[src/rtl/bfp16_wcol_loader.sv]
`default_nettype none
// +--------------------------------------------------------------------------+
// | bfp16_wcol_loader                                                         |
// | Buffers DEPTH BFP16 weights, shifts them into a weight-stationary PE      |
// | column, then holds the column in compute until the tile completes.        |
// | Optional macro: WLOAD_PREFETCH_EN (ping-pong prefetch during HOLD).       |
// | Revision: 1.0                                                             |
// +--------------------------------------------------------------------------+
module bfp16_wcol_loader #(
    parameter int DEPTH = 8
) (
    input  logic        clk,
    input  logic        rst,
    input  logic        w_valid,
    input  logic [15:0] w_data,
    output logic        w_ready,
    input  logic        tile_done,
    output logic [15:0] weight,
    output logic        ctrl,
    output logic        loaded,
    output logic        busy
);
    localparam int AW = $clog2(DEPTH);
    localparam int CW = AW + 1;
    localparam logic [CW-1:0] C_LAST = CW'(DEPTH - 1);
    localparam logic [CW-1:0] C_ONE  = CW'(1);
`ifdef WLOAD_PREFETCH_EN
    localparam logic [CW-1:0] C_FULL = CW'(DEPTH);
`endif

    typedef enum logic [1:0] {
        S_FILL  = 2'd0,
        S_SHIFT = 2'd1,
        S_HOLD  = 2'd2
    } state_t;

    state_t        r_state;
    state_t        w_state_n;
    logic [CW-1:0] r_cnt;
    logic [CW-1:0] w_cnt_n;
    logic          w_accept;
    logic          w_wr_en;
    logic [AW-1:0] w_wr_idx;
    logic [AW-1:0] w_rd_idx;
    logic [15:0]   w_rd_data;
    logic [15:0]   r_weight;
    logic          r_ctrl;
    logic          r_loaded;
    logic          r_busy;

`ifdef WLOAD_PREFETCH_EN
    logic          r_bank;
    logic          w_bank_n;
    logic          w_wr_bank;
`endif

    // w_ready is gated by reset so nothing is accepted while held in reset
`ifdef WLOAD_PREFETCH_EN
    assign w_ready = rst && ((r_state == S_FILL) ||
                             ((r_state == S_HOLD) && (r_cnt != C_FULL)));
`else
    assign w_ready = rst && (r_state == S_FILL);
`endif

    assign w_accept = w_valid && w_ready;
    assign w_wr_idx = r_cnt[AW-1:0];
    assign w_rd_idx = w_cnt_n[AW-1:0];

    always_comb begin
        w_state_n = r_state;
        w_cnt_n   = r_cnt;
        w_wr_en   = 1'b0;
`ifdef WLOAD_PREFETCH_EN
        w_bank_n  = r_bank;
`endif
        case (r_state)
            S_FILL: begin
                if (w_accept) begin
                    w_wr_en = 1'b1;
                    if (r_cnt == C_LAST) begin
                        w_state_n = S_SHIFT;
                        w_cnt_n   = '0;
                    end else begin
                        w_cnt_n = r_cnt + C_ONE;
                    end
                end
            end
            S_SHIFT: begin
                if (r_cnt == C_LAST) begin
                    w_state_n = S_HOLD;
                    w_cnt_n   = '0;
                end else begin
                    w_cnt_n = r_cnt + C_ONE;
                end
            end
            S_HOLD: begin
`ifdef WLOAD_PREFETCH_EN
                if (w_accept) begin
                    w_wr_en = 1'b1;
                    w_cnt_n = r_cnt + C_ONE;
                end
                // The prefetched bank becomes active whether full or partial
                if (tile_done) begin
                    w_bank_n = ~r_bank;
                    if (w_cnt_n == C_FULL) begin
                        w_state_n = S_SHIFT;
                        w_cnt_n   = '0;
                    end else begin
                        w_state_n = S_FILL;
                    end
                end
`else
                if (tile_done) begin
                    w_state_n = S_FILL;
                end
`endif
            end
            default: begin
                w_state_n = S_FILL;
                w_cnt_n   = '0;
            end
        endcase
    end

`ifdef WLOAD_PREFETCH_EN
    logic [15:0] r_buf [2][DEPTH];

    // FILL writes the active bank, HOLD prefetches into the other one
    assign w_wr_bank = (r_state == S_HOLD) ? ~r_bank : r_bank;
    assign w_rd_data = r_buf[w_bank_n][w_rd_idx];

    always_ff @(posedge clk) begin
        if (w_wr_en) begin
            r_buf[w_wr_bank][w_wr_idx] <= w_data;
        end
    end
`else
    logic [15:0] r_buf [DEPTH];

    assign w_rd_data = r_buf[w_rd_idx];

    always_ff @(posedge clk) begin
        if (w_wr_en) begin
            r_buf[w_wr_idx] <= w_data;
        end
    end
`endif

    // Outputs are registered from next-state values so SHIFT word j
    // appears exactly in shift cycle j
    always_ff @(posedge clk or negedge rst) begin
        if (!rst) begin
            r_state  <= S_FILL;
            r_cnt    <= '0;
            r_weight <= 16'h0000;
            r_ctrl   <= 1'b1;
            r_loaded <= 1'b0;
            r_busy   <= 1'b0;
`ifdef WLOAD_PREFETCH_EN
            r_bank   <= 1'b0;
`endif
        end else begin
            r_state  <= w_state_n;
            r_cnt    <= w_cnt_n;
            r_weight <= (w_state_n == S_SHIFT) ? w_rd_data : 16'h0000;
            r_ctrl   <= (w_state_n != S_SHIFT);
            r_loaded <= (w_state_n == S_HOLD) && (r_state != S_HOLD);
            r_busy   <= (w_state_n != S_FILL);
`ifdef WLOAD_PREFETCH_EN
            r_bank   <= w_bank_n;
`endif
        end
    end

    assign weight = r_weight;
    assign ctrl   = r_ctrl;
    assign loaded = r_loaded;
    assign busy   = r_busy;

endmodule
`default_nettype wire

[config.mk]
export PLATFORM = sky130hd
export DESIGN_NAME = bfp16_wcol_loader
export DESIGN_NICKNAME = d
export VERILOG_FILES = /design/src/rtl/bfp16_wcol_loader.sv
export SDC_FILE = /design/constraint.sdc
export NUM_CORES = 1
export LEC_CHECK = 0
export CAP_MARGIN = 20
export CORE_ASPECT_RATIO = 1.2
export CORE_MARGIN = 2
export CORE_UTILIZATION = 40
export DETAILED_ROUTE_END_ITERATION = 7
export GPL_ROUTABILITY_DRIVEN = 0
export GPL_TIMING_DRIVEN = 0
export PLACE_DENSITY = 0.7
export SYNTH_ARGS = -nofsm -noshare
export SYNTH_HDL_FRONTEND = slang
export SYNTH_SLANG_ARGS = --single-unit
[constraint.sdc]
create_clock -name clk -period 2.62 [get_ports clk]
set_input_delay 0.262 -clock clk [delete_from_list [all_inputs] [get_ports clk]]
set_output_delay 0.262 -clock clk [all_outputs]
set_load 0.02 [all_outputs]
==> impl_metrics.env, run 1 <==
export IMPL_outcome="finished, final reports clean"
export IMPL_ys_seq_area_share_pct=73.2
export IMPL_antenna_found_initial=0
export IMPL_path_cells="clkbuf_1 > xor2_1 > nand4b_1 > buf_2 > a21oi_1 > or4_1"
export IMPL_place_ws_ns=-0.283
export IMPL_worst_path_max_delay_cell="or4_1"
export IMPL_rsz0062_at_grt="true"
export IMPL_clock_skew_ns=0.00772
export IMPL_dieArea_sq_um=16300
export IMPL_ff_latch_area_sq_um=4470
export IMPL_internal_power_mw=5.34
export IMPL_ios=40
export IMPL_combPwrFrac_pct=30.2
export IMPL_ys_ff_latch=153
export IMPL_clockBufferDepth=2
export IMPL_portBuffers=39
export IMPL_grt_start_max_net_pins=25
export IMPL_relSlewSlack_pct=42.9
export IMPL_power_mw=7.99
export IMPL_drt_initial_drc_count=482
export IMPL_async_reset_ff_share_pct=16.3
export IMPL_clock_latency_ns=0.42
export IMPL_synth_top_area_cell="edfxtp_1"
export IMPL_crit_arrival_ns=2.82
export IMPL_dieHeight_um=139
export IMPL_p_leak_nw=2.61
export IMPL_synthTopCellsByArea="edfxtp_1 (63%), dfrtp_1 (9.8%), a21oi_1 (5.4%)"
export IMPL_fp_row_count=49
export IMPL_grt_pass1_wl_um=24100
export IMPL_wl_um=16100
export IMPL_holdWs_ns=0.354
export IMPL_num_nets_final=536
export IMPL_timing_final_ws_setup_ns=0.0699
export IMPL_fmax_ghz=0.392
export IMPL_path_clk_slew_ns=0.06
export IMPL_hold_class="in2reg"
export IMPL_start_kind="register"
export IMPL_hpwl_um=9950
export IMPL_drive_gt1_share_pct=15.9
export IMPL_p_clk_share_pct=32.8
export IMPL_drv_slew=0
export IMPL_fp_dieW_um=117
export IMPL_crit_type="reg2reg"
export IMPL_syn_instance_count=448
export IMPL_cts_tree="built"
export IMPL_worstPathMaxFanout=10
export IMPL_ant_nets=0
export IMPL_hold_viol=0
export IMPL_multi_input_area_sq_um=1440
export IMPL_slowest_delay_ns=0.60
export IMPL_area_growth_syn_to_layout_pct=23.7
export IMPL_pwr_density_cell_nw_per_um2=1060
export IMPL_vias=4281
export IMPL_clock_sinks=153
export IMPL_synth_ff_type="edfxtp_1"
export IMPL_grtUsageTotal_pct=20.3
export IMPL_synth_area_sq_um=6110
export IMPL_placed_area_sq_um=6870
export IMPL_drv_cap=0
export IMPL_worst_pin_slew_ns=0.851
export IMPL_synth_edff_count=128
export IMPL_tns_ns=0
export IMPL_ys_types=37
export IMPL_cts_root_buffer="clkbuf_16"
export IMPL_swShare_pct=33.2
export IMPL_grt_pass1_vias=4395
export IMPL_syn_avg_cell_area_sq_um=13.6
export IMPL_routed_via_density=5.85
export IMPL_synth_top_area_share_pct=62.9
export IMPL_setup_viol=0
export IMPL_numCtsBuffers=17
export IMPL_p_sw_mw=2.65
export IMPL_syn_num_nets=469
export IMPL_yosys_warnings=0
export IMPL_detail_route_wl_per_cell_um=21.9
export IMPL_firstDrtPassIters=5
export IMPL_fillers=1303
export IMPL_antennaDiodeCount=0
export IMPL_drc=0
export IMPL_grt_ovfl_total=0
export IMPL_cts_htree_levels=4
export IMPL_pwr_share_seq_pct=37.0
export IMPL_fin_crit_ns=2.55
export IMPL_timing_final_crit_share_pct=97.3
export IMPL_max_vdd_ir_drop_uv=544
export IMPL_final_area_sq_um=7550
export IMPL_worst_endpoint_required_ns=2.89
export IMPL_start_util_pct=40.8
export IMPL_core_area_sq_um=15000
export IMPL_cp_end_kind="register"
==> metrics by stage <==
| step | utilization, % | std cells |
|---|---|---|
| global placement | 45.1 | 691 |
| global route | 50.5 | 732 |
| detailed placement | 45.9 | 699 |
| CTS | 50.4 | 732 |
| floorplan | - | 448 |
| finish | 50.5 | 732 |
==> power by group through the flow <==
stage                     Combinational, mW  Clock, mW  Sequential, mW
after CTS                              2.35       2.62            2.96
after global routing                   2.57       2.73            2.98
final                                  2.41       2.62            2.96
after detailed placement               2.30          0            3.00
after floorplan                        1.27          0            3.11
after global placement                 2.21          0            3.00
==> path summary, 6_finish.rpt <==
| check | from | end | slack [ns] | cells past startpoint |
|---|---|---|---|---|
| max | r_cnt[2] | weight[5] | 0.07 | 6 |
| min | rst | r_cnt[1] | 0.35 | 3 |
| max reg2reg | r_cnt[2] | weight[5] | 0.07 | 6 |
| min reg2reg | r_cnt[3] | r_cnt[3] | 0.58 | 2 |
| max in group asynchronous | rst | r_cnt[1] | 1.97 | 3 |
| min in group asynchronous | rst | ctrl | 0.48 | 2 |
==> cell families after synthesis <==
kind of cell,synth area share (%)
AOI/OAI and AO/OA,11.6
xor gates and xnor gates,0.143
adders and majority gates,0.205
buffers and inverters,3.77
DFF,73.2
muxes,0.574
and+or+nand+nor,10.5
==> timing repair <==
action                                 4_1_cts  5_1_grt
endpoints found under the hold margin       24        0
setup endpoints to repair                   16       14
pin swaps                                    0        1
hold buffers                                 2        0
gates resized for setup                      1       19
setup buffers                                0        0
==> synthesized netlist by cell type, types with 2 or more instances <==
master,number
nand2b_1,4
a21oi_1,66
nand3_1,66
nor2_1,8
o21ai_1,17
nor3b_1,2
nor3_1,3
or4_1,16
o21ai_0,49
dfrtp_1,24
buf_6,8
clkbuf_1,17
or2_2,2
edfxtp_1,128
buf_4,4
inv_1,3
buf_2,7
nand2_1,5
==> critical path, delay by kind of cell (launching register included) <==
family	cells	cell delay (ns)
DFF	1	0.36
and+or+nand+nor	2	1.02
xor gates and xnor gates	1	0.20
buffers and inverters	2	0.74
AOI/OAI and AO/OA	1	0.07
==> layout make-up <==
cell class                 count  share of cell area, %
timing repair buffer          49                   6.79
buffer                        35                   2.96
clock inverter                12                   2.63
multi-input combinational    256                   19.1
clock buffer                  20                   5.78
tap                          204                   3.38
sequential                   153                   59.2
inverter                       3                  0.149
==> flip-flops by register name, summed over array words and instances, names as in the netlist <==
register and flops:
busy 1, ctrl 1, r_buf 128, r_cnt 4
loaded 1, r_state 2, weight 16
==> layer usage <==
layer  vias to the layer above  wire length, um  part of all wire (%)  GRT usage, %
met4                         0              571                   3.6          8.98
li1                       1845                -                     -             -
met3                        47             1460                   9.1          5.71
met5                         -                0                     0             0
met2                       281             7930                    49          32.4
met1                      2108             6090                    38          25.6
==> cell usage in the layout, fill, tap and decap left out, drive strengths merged, types with 3 or more instances in the layout <==
master	instances
inv	3
o21ai	66
a21oi	67
or4	16
clkbuf	36
clkdlybuf4s50	38
nor3	3
nand2b	4
edfxtp	128
buf	29
clkinvlp	4
bufinv	5
dfrtp	24
nand3	66
clkinv	3
nor2	8
nand2	5
No activity file was read; power rests on OpenSTA's default activity.
==> run 2, diff against run 1 <==
--- a/config.mk
+++ b/config.mk
@@ -10,7 +10,6 @@
 export CORE_MARGIN = 2
 export CORE_UTILIZATION = 40
 export DETAILED_ROUTE_END_ITERATION = 7
-export GPL_ROUTABILITY_DRIVEN = 0
 export GPL_TIMING_DRIVEN = 0
 export PLACE_DENSITY = 0.7
 export SYNTH_ARGS = -nofsm -noshare
==> results of run 2 <==
No change in the layout: final DEF, timing and power equal those of run 1.
